`config.mk`:
```
export PLATFORM = sky130hd
export DESIGN_NAME = ctrl_pipe
export DESIGN_NICKNAME = d
export VERILOG_FILES = /design/src/rtl/ctrl_pkg.sv /design/src/rtl/ctrl_decode.sv /design/src/rtl/ctrl_pipe.sv
export SDC_FILE = /design/constraint.sdc
export NUM_CORES = 1
export LEC_CHECK = 0
export BUFFER_PORTS_ARGS = -buffer_cell sky130_fd_sc_hd__buf_4
export CAP_MARGIN = 25
export CORE_MARGIN = 2
export CORE_UTILIZATION = 52
export DETAILED_ROUTE_END_ITERATION = 7
export PLACE_DENSITY = 0.82
export SLEW_MARGIN = 20
export SYNTH_ARGS = -nofsm -noshare
export SYNTH_HDL_FRONTEND = slang
export SYNTH_SLANG_ARGS = --single-unit
```
`constraint.sdc`:
```
create_clock -name clk -period 2.3 [get_ports clk]
set_input_delay 0.115 -clock clk [delete_from_list [all_inputs] [get_ports clk]]
set_output_delay 0.115 -clock clk [all_outputs]
set_load 0.02 [all_outputs]
```
`src/rtl/ctrl_pkg.sv`:
```
// Shared constants for the control pipeline: opcodes, ALUOp encodings and
// bit positions of the packed per-stage control fields.
package ctrl_pkg;

  localparam logic [5:0] OpRtype = 6'b000000;
  localparam logic [5:0] OpLw    = 6'b100011;
  localparam logic [5:0] OpSw    = 6'b101011;
  localparam logic [5:0] OpBne   = 6'b000101;
  localparam logic [5:0] OpXori  = 6'b001110;
  localparam logic [5:0] OpAddi  = 6'b001000;
  localparam logic [5:0] OpJ     = 6'b000010;

  localparam logic [1:0] AluAdd   = 2'b00;
  localparam logic [1:0] AluSub   = 2'b01;
  localparam logic [1:0] AluFunct = 2'b10;
  localparam logic [1:0] AluXor   = 2'b11;

  // ex_ctrl = {RegDst, ALUSrc, ALUOp[1:0], Branch, SignZero}
  localparam int unsigned ExRegDst   = 5;
  localparam int unsigned ExAluSrc   = 4;
  localparam int unsigned ExAluOpHi  = 3;
  localparam int unsigned ExAluOpLo  = 2;
  localparam int unsigned ExBranch   = 1;
  localparam int unsigned ExSignZero = 0;
  // mem_ctrl = {MemRead, MemWrite}
  localparam int unsigned MemRead  = 1;
  localparam int unsigned MemWrite = 0;
  // wb_ctrl = {MemtoReg, RegWrite}
  localparam int unsigned WbMemtoReg = 1;
  localparam int unsigned WbRegWrite = 0;

  typedef struct packed {
    logic [5:0] ex;
    logic [1:0] mem;
    logic [1:0] wb;
  } ctrl_t;

  function automatic logic [5:0] pack_ex(input logic reg_dst, input logic alu_src,
                                         input logic [1:0] alu_op, input logic branch,
                                         input logic sign_zero);
    logic [5:0] r;
    r                        = '0;
    r[ExRegDst]              = reg_dst;
    r[ExAluSrc]              = alu_src;
    r[ExAluOpHi:ExAluOpLo]   = alu_op;
    r[ExBranch]              = branch;
    r[ExSignZero]            = sign_zero;
    return r;
  endfunction

  function automatic logic [1:0] pack_mem(input logic mem_read, input logic mem_write);
    logic [1:0] r;
    r           = '0;
    r[MemRead]  = mem_read;
    r[MemWrite] = mem_write;
    return r;
  endfunction

  function automatic logic [1:0] pack_wb(input logic mem_to_reg, input logic reg_write);
    logic [1:0] r;
    r             = '0;
    r[WbMemtoReg] = mem_to_reg;
    r[WbRegWrite] = reg_write;
    return r;
  endfunction

endpackage

```
`src/rtl/ctrl_decode.sv`:
```
// Combinational main-control decoder: opcode to per-stage control fields.
// Unknown opcodes decode to a bubble and raise illegal_o.
module ctrl_decode
  import ctrl_pkg::*;
#(
  parameter int unsigned OPW = 6
) (
  input  logic [OPW-1:0] opcode_i,
  output logic [5:0]     ex_o,
  output logic [1:0]     mem_o,
  output logic [1:0]     wb_o,
  output logic           jump_o,
  output logic           illegal_o
);

  always_comb begin
    ex_o      = '0;
    mem_o     = '0;
    wb_o      = '0;
    jump_o    = 1'b0;
    illegal_o = 1'b0;
    case (opcode_i)
      OPW'(OpRtype): begin
        ex_o = pack_ex(1'b1, 1'b0, AluFunct, 1'b0, 1'b0);
        wb_o = pack_wb(1'b0, 1'b1);
      end
      OPW'(OpLw): begin
        ex_o  = pack_ex(1'b0, 1'b1, AluAdd, 1'b0, 1'b0);
        mem_o = pack_mem(1'b1, 1'b0);
        wb_o  = pack_wb(1'b1, 1'b1);
      end
      OPW'(OpSw): begin
        ex_o  = pack_ex(1'b0, 1'b1, AluAdd, 1'b0, 1'b0);
        mem_o = pack_mem(1'b0, 1'b1);
      end
      OPW'(OpBne): begin
        ex_o = pack_ex(1'b0, 1'b0, AluSub, 1'b1, 1'b0);
      end
      OPW'(OpXori): begin
        ex_o = pack_ex(1'b0, 1'b1, AluXor, 1'b0, 1'b1);
        wb_o = pack_wb(1'b0, 1'b1);
      end
      OPW'(OpAddi): begin
        ex_o = pack_ex(1'b0, 1'b1, AluAdd, 1'b0, 1'b0);
        wb_o = pack_wb(1'b0, 1'b1);
      end
      OPW'(OpJ): begin
        jump_o = 1'b1;
      end
      default: begin
        illegal_o = 1'b1;
      end
    endcase
  end

endmodule

```
`src/rtl/ctrl_pipe.sv`:
```
// Control pipeline: decodes the ID instruction and carries its control
// through EX/MEM/WB, with load-use stall detection and flush handling.
module ctrl_pipe
  import ctrl_pkg::*;
#(
  parameter int unsigned OPW  = 6,
  parameter int unsigned RAW  = 5,
  parameter int unsigned CNTW = 16
) (
  input  logic            clk,
  input  logic            rst_n,
  input  logic            id_valid,
  input  logic [OPW-1:0]  id_opcode,
  input  logic [RAW-1:0]  id_rs,
  input  logic [RAW-1:0]  id_rt,
  input  logic            flush,
  output logic [5:0]      ex_ctrl,
  output logic [1:0]      mem_ctrl,
  output logic [1:0]      wb_ctrl,
  output logic            id_jump,
  output logic            stall,
  output logic            illegal,
  output logic [CNTW-1:0] stall_cnt
);

  logic [5:0] dec_ex;
  logic [1:0] dec_mem;
  logic [1:0] dec_wb;
  logic       dec_jump;
  logic       dec_illegal;

  ctrl_decode #(
    .OPW(OPW)
  ) u_decode (
    .opcode_i  (id_opcode),
    .ex_o      (dec_ex),
    .mem_o     (dec_mem),
    .wb_o      (dec_wb),
    .jump_o    (dec_jump),
    .illegal_o (dec_illegal)
  );

  ctrl_t           ex_d, ex_q;
  logic [RAW-1:0]  ex_rt_d, ex_rt_q;
  logic            illegal_d, illegal_q;
  logic [1:0]      mem_ctrl_d, mem_ctrl_q;
  logic [1:0]      mem_wb_d, mem_wb_q;
  logic [1:0]      wb_ctrl_d, wb_ctrl_q;
  logic [CNTW-1:0] stall_cnt_d, stall_cnt_q;
  logic            hazard;
  logic            issue;

  // Load in EX whose destination is read by the ID instruction; r0 never hazards.
  assign hazard = ex_q.mem[MemRead] & id_valid & (ex_rt_q != '0) &
                  ((ex_rt_q == id_rs) | (ex_rt_q == id_rt));
  assign stall   = hazard & ~flush;
  assign issue   = id_valid & ~flush & ~hazard;
  assign id_jump = id_valid & dec_jump & ~flush;

  always_comb begin
    ex_d        = '0;
    ex_rt_d     = '0;
    illegal_d   = 1'b0;
    mem_ctrl_d  = '0;
    mem_wb_d    = '0;
    wb_ctrl_d   = mem_wb_q;
    stall_cnt_d = stall_cnt_q;
    if (issue) begin
      ex_d.ex   = dec_ex;
      ex_d.mem  = dec_mem;
      ex_d.wb   = dec_wb;
      ex_rt_d   = id_rt;
      illegal_d = dec_illegal;
    end
    // Flush kills the instruction leaving EX as well as the one leaving ID.
    if (!flush) begin
      mem_ctrl_d = ex_q.mem;
      mem_wb_d   = ex_q.wb;
    end
    if (stall && !(&stall_cnt_q)) begin
      stall_cnt_d = stall_cnt_q + CNTW'(1);
    end
  end

  always_ff @(posedge clk or negedge rst_n) begin
    if (!rst_n) begin
      ex_q        <= '0;
      ex_rt_q     <= '0;
      illegal_q   <= 1'b0;
      mem_ctrl_q  <= '0;
      mem_wb_q    <= '0;
      wb_ctrl_q   <= '0;
      stall_cnt_q <= '0;
    end else begin
      ex_q        <= ex_d;
      ex_rt_q     <= ex_rt_d;
      illegal_q   <= illegal_d;
      mem_ctrl_q  <= mem_ctrl_d;
      mem_wb_q    <= mem_wb_d;
      wb_ctrl_q   <= wb_ctrl_d;
      stall_cnt_q <= stall_cnt_d;
    end
  end

  assign ex_ctrl   = ex_q.ex;
  assign mem_ctrl  = mem_ctrl_q;
  assign wb_ctrl   = wb_ctrl_q;
  assign illegal   = illegal_q;
  assign stall_cnt = stall_cnt_q;

endmodule

```
=== Word-level counts from Yosys, hierarchy flattened ===
Index checks and enable logic that the tools add are counted.

* Multiplexer cells: 10
* Equal/unequal tests: 8
* Add/sub/neg operators: 1
* Reductions and logical operators: 8
* Bitwise logic cells: 11

{| class="wikitable"
|+ Operators by type and width
! cell !! count
|-
| $pmux 6 s4 || 1
|-
| $add 16x1->16 const B || 1
|-
| $reduce_and 16->1 || 1
|-
| $eq 6x4->1 const B || 2
|-
| $eq 6x6->1 const B || 2
|-
| $eq 5x5->1 || 2
|-
| $mux 10 || 1
|-
| $and 1x1->1 || 8
|-
| $pmux 2 s2 || 2
|-
| $reduce_or 7->1 || 1
|-
| $eq 6x2->1 const B || 1
|-
| $eq 6x3->1 const B || 1
|-
| $logic_not 6->1 || 1
|-
| $reduce_or 3->1 || 2
|-
| $mux 5 || 1
|-
| $reduce_bool 5->1 || 1
|-
| $mux 2 || 2
|-
| $mux 1 || 3
|-
| $not 1->1 || 2
|-
| $logic_and 1x1->1 || 1
|-
| $logic_not 1->1 || 1
|-
| $or 1x1->1 || 1
|}

* Output and inout port bits: 29
* Input port bits: 20
* Flip-flop bits (word level): 38

=== Logic depth before layout (Yosys ltp) ===
Gate-level depths: netlist (run 1).

* Word-level depth: 6
* Mapped depth: 6

=== Cells and area by module ===
A second synthesis (run 1) with hierarchy kept.

* Cell total of the unflattened synthesis: 186
* Area total of the unflattened synthesis: 1,985.7 um^2

{| class="wikitable"
|+ By module, submodules not included
! module !! seq. area each (um^2) !! instances !! cells each !! area an instance (um^2)
|-
| ctrl_pipe || 950.9 || 1 || 151 || 1,724.2
|-
| ctrl_decode || 0.0 || 1 || 35 || 261.5
|}

=== Worst setup path after synthesis (run 1) ===
Ideal clock, no wire load.

* Path type: reg2reg
* Start point: reg stall_cnt_q[0] (netlist: stall_cnt[0])
* End point: reg stall_cnt_q[1] (netlist: stall_cnt[1])
* Data arrival time: 1,757 ps
* Cell stages (with the launch flop): 7
* Library setup time: 128 ps
* Slack: 415 ps
* Period minus slack after synthesis: 1,885 ps
* Buffers on the path: 0
* Cells stage by stage: dfrtp_1 > ha_1 > nand3_1 > nor4_1 > a211oi_2 > nand2_2 > mux2_1

* Longest elaborated chain between the ends: 3
* Elaborated cells on any way between the ends: 4
* Classes of those cells: 1 x add/sub; 3 x reduce/logical

{| class="wikitable"
|+ Ends and longest elaborated chain
! item !! line !! source
|-
| start, declared || ctrl_pipe.sv:49 || <nowiki>logic [CNTW-1:0] stall_cnt_d, stall_cnt_q;</nowiki>
|-
| start signal, assigned || ctrl_pipe.sv:101 || <nowiki>stall_cnt_q <= stall_cnt_d;</nowiki>
|-
| branches (longest 3 deep; another with $add 16x1->16) || - ||
|}

Several ways; the timed one is not identified.
A chain may end at the register's enable or synchronous reset.

=== Worst setup path in the final report (run 1) ===
* Start point: reg ex_rt_q[4]
* End point: out stall

* Longest elaborated chain between the ends: 4
* Elaborated cells on any way between the ends: 7
* Classes of those cells: 2 x eq/ne; 4 x bitwise; 1 x reduce/logical

{| class="wikitable"
|+ Ends and longest elaborated chain
! item !! line !! source
|-
| start, declared || ctrl_pipe.sv:44 || <nowiki>logic [RAW-1:0] ex_rt_d, ex_rt_q;</nowiki>
|-
| start signal, assigned || ctrl_pipe.sv:96 || <nowiki>ex_rt_q <= ex_rt_d;</nowiki>
|-
| $eq 5x5->1 or $reduce_bool 5->1 (tied branches) || ctrl_pipe.sv:55, ctrl_pipe.sv:54 ||
|-
| $or 1x1->1 or $and 1x1->1 (tied branches) || ctrl_pipe.sv:55, ctrl_pipe.sv:54 ||
|-
| $and 1x1->1 (*) || ctrl_pipe.sv:54 || <nowiki>assign hazard = ex_q.mem[MemRead] & id_valid & (ex_rt_q != '0) &</nowiki>
|-
| $and 1x1->1 (*) || ctrl_pipe.sv:56 || <nowiki>assign stall = hazard & ~flush;</nowiki>
|-
| end, declared || ctrl_pipe.sv:21 || <nowiki>output logic stall,</nowiki>
|}

Mark *: on every way between the ends. The rest lies on a longest branch, timed or not.

==> summary.md, run 1 <==
| Metric | Value |
|---|---|
| Synth area leaders | dfrtp_1 (49%), xnor2_1 (10%), nand3_1 (3.6%), nand4_1 (2.9%), buf_4 (2.7%) |
| CP Launch Type | register |
| DP Area | 0.00228 mm2 |
| CTS H-tree lvls | 2 |
| Clock latency at the later pin of the worst-skew pair | 0.29 ns |
| GRT Total Usage | 19.1% |
| Total of max-cap violations | 0 |
| Avg Inst Size Synth | 10.6 um2 |
| Maximum root-to-sink buffer count | 2 |
| Synth warnings | 0 |
| Setup clock skew after layout | 0.00595 ns |
| Min Tclk post-route | 2.07 ns |
| Remaining DRCs | 0 |
| Sum of negative setup slack | 0 ns |
| CTS buffer count | 5 |
| Cell taking the most area after synthesis | dfrtp_1 |
| Full die area | 0.00422 mm2 |
| Initial DRC count | 78 |
| Cell Rows | 22 |
| Initial Utilization | 53.6% |
| CP Capture Type | output port |
| Design area | 0.00240 mm2 |
| Outcome | completed |
| Synth-to-layout area growth | 24.2% |
| Critical-path maximum fanout | 14 |
| Post-DR vias/cell | 5.37 |
| Top Ports | 49 |
| Core Util, Final | 66.5% |
| Top FF cell, synth | dfrtp_1 |
| Global-route wire length before repair | 6090 um |
| Vias in the first global route | 1371 |
| Post-synthesis sequential area ratio | 49.2% |
| N_diodes | 0 |
| Mapped Cells | 182 |
| Hold_ws | 0.0239 ns |
| Final setup fails | 0 |
| Worst-Margin Slew | 0.641 ns |
| CTS tree | yes |
| Yosys cell types | 45 |
| Hold Path Class | primary input to register |
| Post-synthesis register bit count | 38 |
| Number of synthesized flops with an enable pin | 0 |
| PD cells | 559 mW/mm2 |
| Most frequent cells in the layout | buf_4 (50), dfrtp_1 (38), xnor2_1 (23) |
| Avg WL per Cell | 13.0 um |
| Maximum vdd drop | 0.456 mV |
| Critical path class | register to output port |
| Die Width | 65.0 um |
| Hold Fails Final Rpt | 0 |
| Initial antenna violation count | 0 |
| Hold buffer count at cts | 1 |
| Clk slew on worst S/H paths | 0.07 ns |
| Total chip power | 0.00134 W |
| Fmax | 0.483 GHz |
| Core Box Area | 0.00361 mm2 |
| Final weighted congestion in routability-driven placement | 0.844 |
| Post-synth ARST share | 100% |
| Pin count of the biggest net entering global routing | 39 |
| GR Overflow Total | 0 |
| Layout cells sized above 1 | 30.4% |
| Max-slew violations | 0 |
| Final net count | 247 |
| Leakage power | 1.11 nW |
| Commonest non-fill, non-tap cell in the layout | buf_4 |
| Slew HR | 57.2% |
| Unrepaired setup endpoints after global routing | false |
| Post-DRT Antenna Nets | 0 |
| Syn nets | 203 |
| Resized Gates After CTS | 0 |
| Post-Syn Area | 0.00193 mm2 |
| HPWL Detailed | 2630 um |
| Top cell type's share of synthesized area | 49.2% |
| Req. time, crit path | 2.18 ns |
| Wirelength, routed | 3590 um |
| CP arrival | 1.95 ns |
| Clk sink count | 38 |
| Die Span Y | 65.0 um |
| Root buf cell | clkbuf_8 |
| Routed vias | 1476 |
| Tcrit/Tclk final | 90.0% |
| Post-CTS Setup Inserts | 0 |
| Number of I/O port buffers | 48 |
| Detailed Routing Iterations Pass 1 | 4 |
[final cells by class]
cell class	instances	area [um2]
fill	276	1210
inverter	3	11.3
timing repair buffer	51	385
multi-input combinational	127	882
clock inverter	3	40.0
tap	48	60.1
sequential	38	951
clock buffer	5	68.8
[cell families (layout without fill, tap and decap cells)]
family | after synthesis | count (layout) | share of synthesized area (%)
AOI/OAI and AO/OA | 22 | 22 | 9.33
muxes | 3 | 3 | 1.68
xor gates and xnor gates | 24 | 24 | 10.9
DFF | 38 | 38 | 49.2
and+or+nand+nor | 77 | 77 | 23.1
buffers and inverters | 17 | 62 | 5.12
adders and majority gates | 1 | 1 | 0.648
[metal layers]
metal	up-vias	wire length [um]	GRT usage, %
met5	-	0	0
met4	0	57	7.98
met3	4	143	4.17
met2	43	1790	30.8
met1	707	1590	24.9
li1	722	-	-
[report_power, final]
part	switching, W	leakage [nW]	total, W	internal, W
clock network	0.000222	0.0579	0.000541	0.000319
logic	0.0000649	0.533	0.000120	0.0000551
registers	0.00000575	0.522	0.000680	0.000674
total	0.000293	1.11	0.00134	0.00105
[synthesized netlist by cell type (2+ instances only)]
master    count
nor3_1        4
nand4_1       9
nand3_1      14
buf_4         7
and3_1        7
dfrtp_1      38
nor2b_1       7
xnor2_1      23
inv_1         3
and2_1        6
and4_1        3
o21ai_0       5
clkbuf_1      5
a21oi_1       3
nand3b_1      2
nor4_1        2
a211oi_1      2
nand2_1       8
nor2_1        8
[registers in the layout (all words and copies together) (netlist names)]
register / count
wb_ctrl: 2
mem_ctrl: 2
illegal: 1
stall_cnt: 16
ex_q: 4
mem_wb_q: 2
ex_rt_q: 5
ex_ctrl: 6
[worst paths after layout]
path	from	end	slack, ns	cells after the start
max reg2reg	stall_cnt[0]	stall_cnt[1]	0.33	6
min reg2reg	mem_wb_q[1]	wb_ctrl[1]	0.35	0
min	flush	mem_ctrl[0]	0.02	2
min in group asynchronous	rst_n	ex_ctrl[3]	0.32	2
max	ex_rt_q[4]	stall	0.23	5
max in group asynchronous	rst_n	mem_ctrl[0]	1.67	2
[critical path, cell delays in order, from the launching register on]
cell and delay [ns]:
dfrtp_1 0.46, xnor2_1 0.18, nand3_1 0.10, o22ai_2 0.53
and3_1 0.25, buf_4 0.14
[through the flow]
stage / std cells / setup WS, ns
2_1_floorplan: 182 / 0.415
3_3_place_gp: 266 / 0.420
3_5_place_dp: 266 / 0.340
4_1_cts: 275 / 0.189
5_1_grt: 275 / 0.127
6_report: 275 / 0.230
(Power assumes the default switching activity.)
==> run 2, diff against run 1 <==
--- a/config.mk
+++ b/config.mk
@@ -5,12 +5,13 @@
 export SDC_FILE = /design/constraint.sdc
 export NUM_CORES = 1
 export LEC_CHECK = 0
+export ABC_AREA = 1
 export BUFFER_PORTS_ARGS = -buffer_cell sky130_fd_sc_hd__buf_4
 export CAP_MARGIN = 25
 export CORE_MARGIN = 2
-export CORE_UTILIZATION = 52
+export CORE_UTILIZATION = 53
 export DETAILED_ROUTE_END_ITERATION = 7
-export PLACE_DENSITY = 0.82
+export PLACE_DENSITY = 0.83
 export SLEW_MARGIN = 20
 export SYNTH_ARGS = -nofsm -noshare
 export SYNTH_HDL_FRONTEND = slang
==> run 2 against run 1 <==
Effect of this change: critical path depth up 2; routed wire length grew 7.2%; area after synthesis up 4.3%; setup slack improved by 0.35 ns; count of clock-buffer cells in the layout rose by 2; sequential power about the same; clock skew up 0.0019 ns; sequential cell count is the same; critical endpoint is now stall_cnt[7].
==> summary.md, run 2 <==
| Metric | Value |
|---|---|
| Detailed Routing Iterations Pass 1 | 4 (unchanged) |
| CTS buffer count | 5 (unchanged) |
| Commonest non-fill, non-tap cell in the layout | nand2_1 |
| Maximum root-to-sink buffer count | 2 (unchanged) |
| Mapped Cells | 266 (+46%) |
| Avg WL per Cell | 10.6 um (-19%) |
| Post-DRT Antenna Nets | 0 (unchanged) |
| Synth warnings | 0 (unchanged) |
| CP Capture Type | register |
| Req. time, crit path | 2.47 ns (+0.29 ns) |
| Worst-Margin Slew | 0.587 ns (-0.0538 ns) |
| Crit path to | stall_cnt[7] |
| N_diodes | 0 (unchanged) |
| Final Non-Filler Cells | 362 (+32%) |
| Resized Gates After CTS | 0 (unchanged) |
| Reg2reg setup slack | 0.58 ns (+0.25 ns) |
| CP arrival | 1.89 ns (-0.06 ns) |
| Cell Rows | 22 (unchanged) |
| Hold Fails Final Rpt | 0 (unchanged) |
| Slew HR | 60.8% (+3.6 points) |
| Number of I/O port buffers | 48 (unchanged) |
| Total chip power | 0.00131 W (-2.1%) |
| Post-synthesis register bit count | 38 (unchanged) |
| Initial antenna violation count | 0 (unchanged) |
| DP Area | 0.00237 mm2 (+3.8%) |
| FF/Latch Area | 951 um2 (unchanged) |
| Clock latency at the later pin of the worst-skew pair | 0.28 ns (about the same) |
| Footprint of the multi-input gates | 861 um2 (-2.4%) |
| Full die area | 0.00431 mm2 (+2.2%) |
| GRT Total Usage | 20.1% (+1.0 points) |
| Worst reg2reg startpoint | stall_cnt[0] |
| Core Box Area | 0.00366 mm2 (+1.5%) |
| Fillers | 312 (+13%) |
| Post-DR vias/cell | 4.81 (-10%) |
| Top post-synthesis cells by count | nand2_1 (90), nor2_1 (39), dfrtp_1 (38), inv_1 (33), nand3_1 (14) |
| Post-Syn Area | 0.00202 mm2 (+4.3%) |
| Critical-path maximum fanout | 16 (+2) |
| Final net count | 334 (+35%) |
| Initial Utilization | 55.1% (+1.5 points) |
| Number of flip-flops in the largest register | 16 (unchanged) |
| Placed insts | 353 (+33%) |
| Outcome | completed |
| Die Width | 65.7 um (+1.1%) |
| Syn nets | 287 (+41%) |
| Setup clock skew after layout | 0.00785 ns (+0.00190 ns) |
| Synth-to-layout area growth | 23.2% |
| Clk pwr share | 41.1% (+0.8 points) |
| Avg Inst Size Synth | 7.58 um2 (-29%) |
| Final weighted congestion in routability-driven placement | 0.860 (+1.8%) |
| Hold Path Class | primary input to register |
| Pin count of the biggest net entering global routing | 39 (unchanged) |
| Total of max-cap violations | 0 (unchanged) |
| Die Span Y | 65.7 um (+1.1%) |
| Top Ports | 49 (unchanged) |
| Pint | 0.00104 W (-0.86%) |
| Remaining DRCs | 0 (unchanged) |
| Most frequent cell after synthesis | nand2_1 |
| Synth area leaders | dfrtp_1 (47%), nand2_1 (17%), nor2_1 (7.3%), inv_1 (6.1%), xor2_1 (4.3%) |
| Top cell type's share of synthesized area | 47.2% (-2.0 points) |
| Wirelength, routed | 3840 um (+7.2%) |
| Layout cells sized above 1 | 19.7% (-11 points) |
| Critical path class | register to register |
| Clk slew on worst S/H paths | 0.07 ns (about the same) |
| Post-synth ARST share | 100% (unchanged) |
| PD cells | 528 mW/mm2 (-5.4%) |
| Worst r2r dst | stall_cnt[7] |
| FF-to-FF path depth | 7 (+1) |
| Unrepaired setup endpoints after global routing | false |
| HPWL Detailed | 2840 um (+8.1%) |
| Initial DRC count | 108 (+38%) |
| Global-route wire length before repair | 6590 um (+8.3%) |
| Top FF cell, synth | dfrtp_1 |
| CP Launch Type | register |
| Number of synthesized flops with an enable pin | 0 (unchanged) |
| Sw frac | 20.8% (-0.99 points) |
| Max-slew violations | 0 (unchanged) |
| Combinational Power Share | 7.3% (-1.6 points) |
| P_sw | 0.000273 W (-6.5%) |
| Root buf cell | clkbuf_8 |
| Sum of negative setup slack | 0 ns (unchanged) |
| Final setup fails | 0 (unchanged) |
| Most frequent cells in the layout | nand2_1 (90), buf_4 (48), nor2_1 (39) |
| Cell taking the most area after synthesis | dfrtp_1 |
| CP startpoint | stall_cnt[0] |
| GR Overflow Total | 0 (unchanged) |
| Post-synthesis sequential area ratio | 47.2% (-2.0 points) |
| CTS tree | yes |
| Maximum vdd drop | 0.381 mV (-16%) |
| Min Tclk post-route | 1.72 ns (-0.351 ns) |
| CTS H-tree lvls | 2 (unchanged) |
| Leakage power | 1.37 nW (+23%) |
| Fmax | 0.582 GHz (+20%) |
| Design area | 0.00248 mm2 (+3.5%) |
| Routed vias | 1741 (+18%) |
| Vias in the first global route | 1616 (+18%) |
| Clk sink count | 38 (unchanged) |
| Post-CTS Setup Inserts | 0 (unchanged) |
| Yosys cell types | 24 (-47%) |
| Tcrit/Tclk final | 74.7% (-15 points) |
| Sequential power share | 51.7% (+1.0 points) |
-- run 2: changes by cell type after synthesis, moves of 6 or more --
cell	change
and2_1	-6
and3_1	-7
inv_1	+30
nand2_1	+82
nor2_1	+31
nor2b_1	-7
xnor2_1	-17
xor2_1	+9
-- run 2: how the worst min path moves through the flow --
stage | start | to | slack, ns | depth (start not counted)
after floorplan | rst_n | ex_ctrl[0] | -0.18 | 0
after global placement | rst_n | ex_rt_q[1] | 0.1 | 1
after detailed placement | rst_n | mem_ctrl[0] | 0.10 | 1
after CTS | flush | mem_wb_q[0] | 0.008 | 2
after global routing | flush | mem_wb_q[0] | 0.002 | 2
final | flush | mem_wb_q[0] | 0.01 | 2
-- run 2: per-stage QoR --
| step | hold slack [ns] | setup slack [ns] | utilization (%) |
|---|---|---|---|
| after floorplan | -0.181 | 0.620 | - |
| after global placement | 0.0989 | 0.683 | 64.7 |
| after detailed placement | 0.103 | 0.593 | 64.7 |
| after CTS | 0.00838 | 0.564 | 67.8 |
| after global routing | 0.00165 | 0.394 | 67.8 |
| final | 0.0131 | 0.581 | 67.8 |
-- run 2: cell type report --
class	count	area share [%]
Multi-Input combinational cell	183	34.7
Timing Repair Buffer	49	14.9
Clock inverter	1	1.21
Clock buffer	7	3.07
Tap cell	48	2.42
Sequential cell	38	38.3
Inverter	36	5.44
-- run 2: critical path, stage by stage (launching register included) --
cell and delay, ns:
dfrtp_1 0.42, ha_1 0.26, nand2_1 0.10, nor2_1 0.08, nand4_1 0.13, nand4_2 0.38, nand2_1 0.17, nand2_1 0.06
-- run 2: kinds of logic (layout without fill, tap and decap cells) --
group / count (synthesis) / count (layout) / synth area share [%]
AND/OR/NAND/NOR: 164 / 164 / 34.6
buffers and inverters: 45 / 93 / 10.1
flip-flops: 38 / 38 / 47.2
XOR/XNOR: 16 / 16 / 6.95
AO/OA/AOI/OAI: 2 / 2 / 0.496
adder cells (fa/ha/maj): 1 / 1 / 0.621
-- run 2: per-layer routing --
metal	up-vias	wire (um)	GRT usage (%)
met4	0	59	8.59
met3	5	172	3.60
met2	50	1910	35.0
met1	791	1700	24.3
li1	895	-	-
met5	-	0	0
-- run 2: power by group through the flow --
stage                     logic (W)  registers (W)  clock network [W]
after CTS                 0.0000965       0.000678           0.000544
final                     0.0000952       0.000678           0.000539
after detailed placement  0.0000951       0.000691                  0
after floorplan           0.0000397       0.000692                  0
after global placement    0.0000922       0.000691                  0
after global routing       0.000108       0.000678           0.000579
-- run 2: what timing repair did --
item,4_1_cts,5_1_grt
hold buffers,1,0
endpoints found under the hold margin,38,0
setup endpoints to repair,0,0
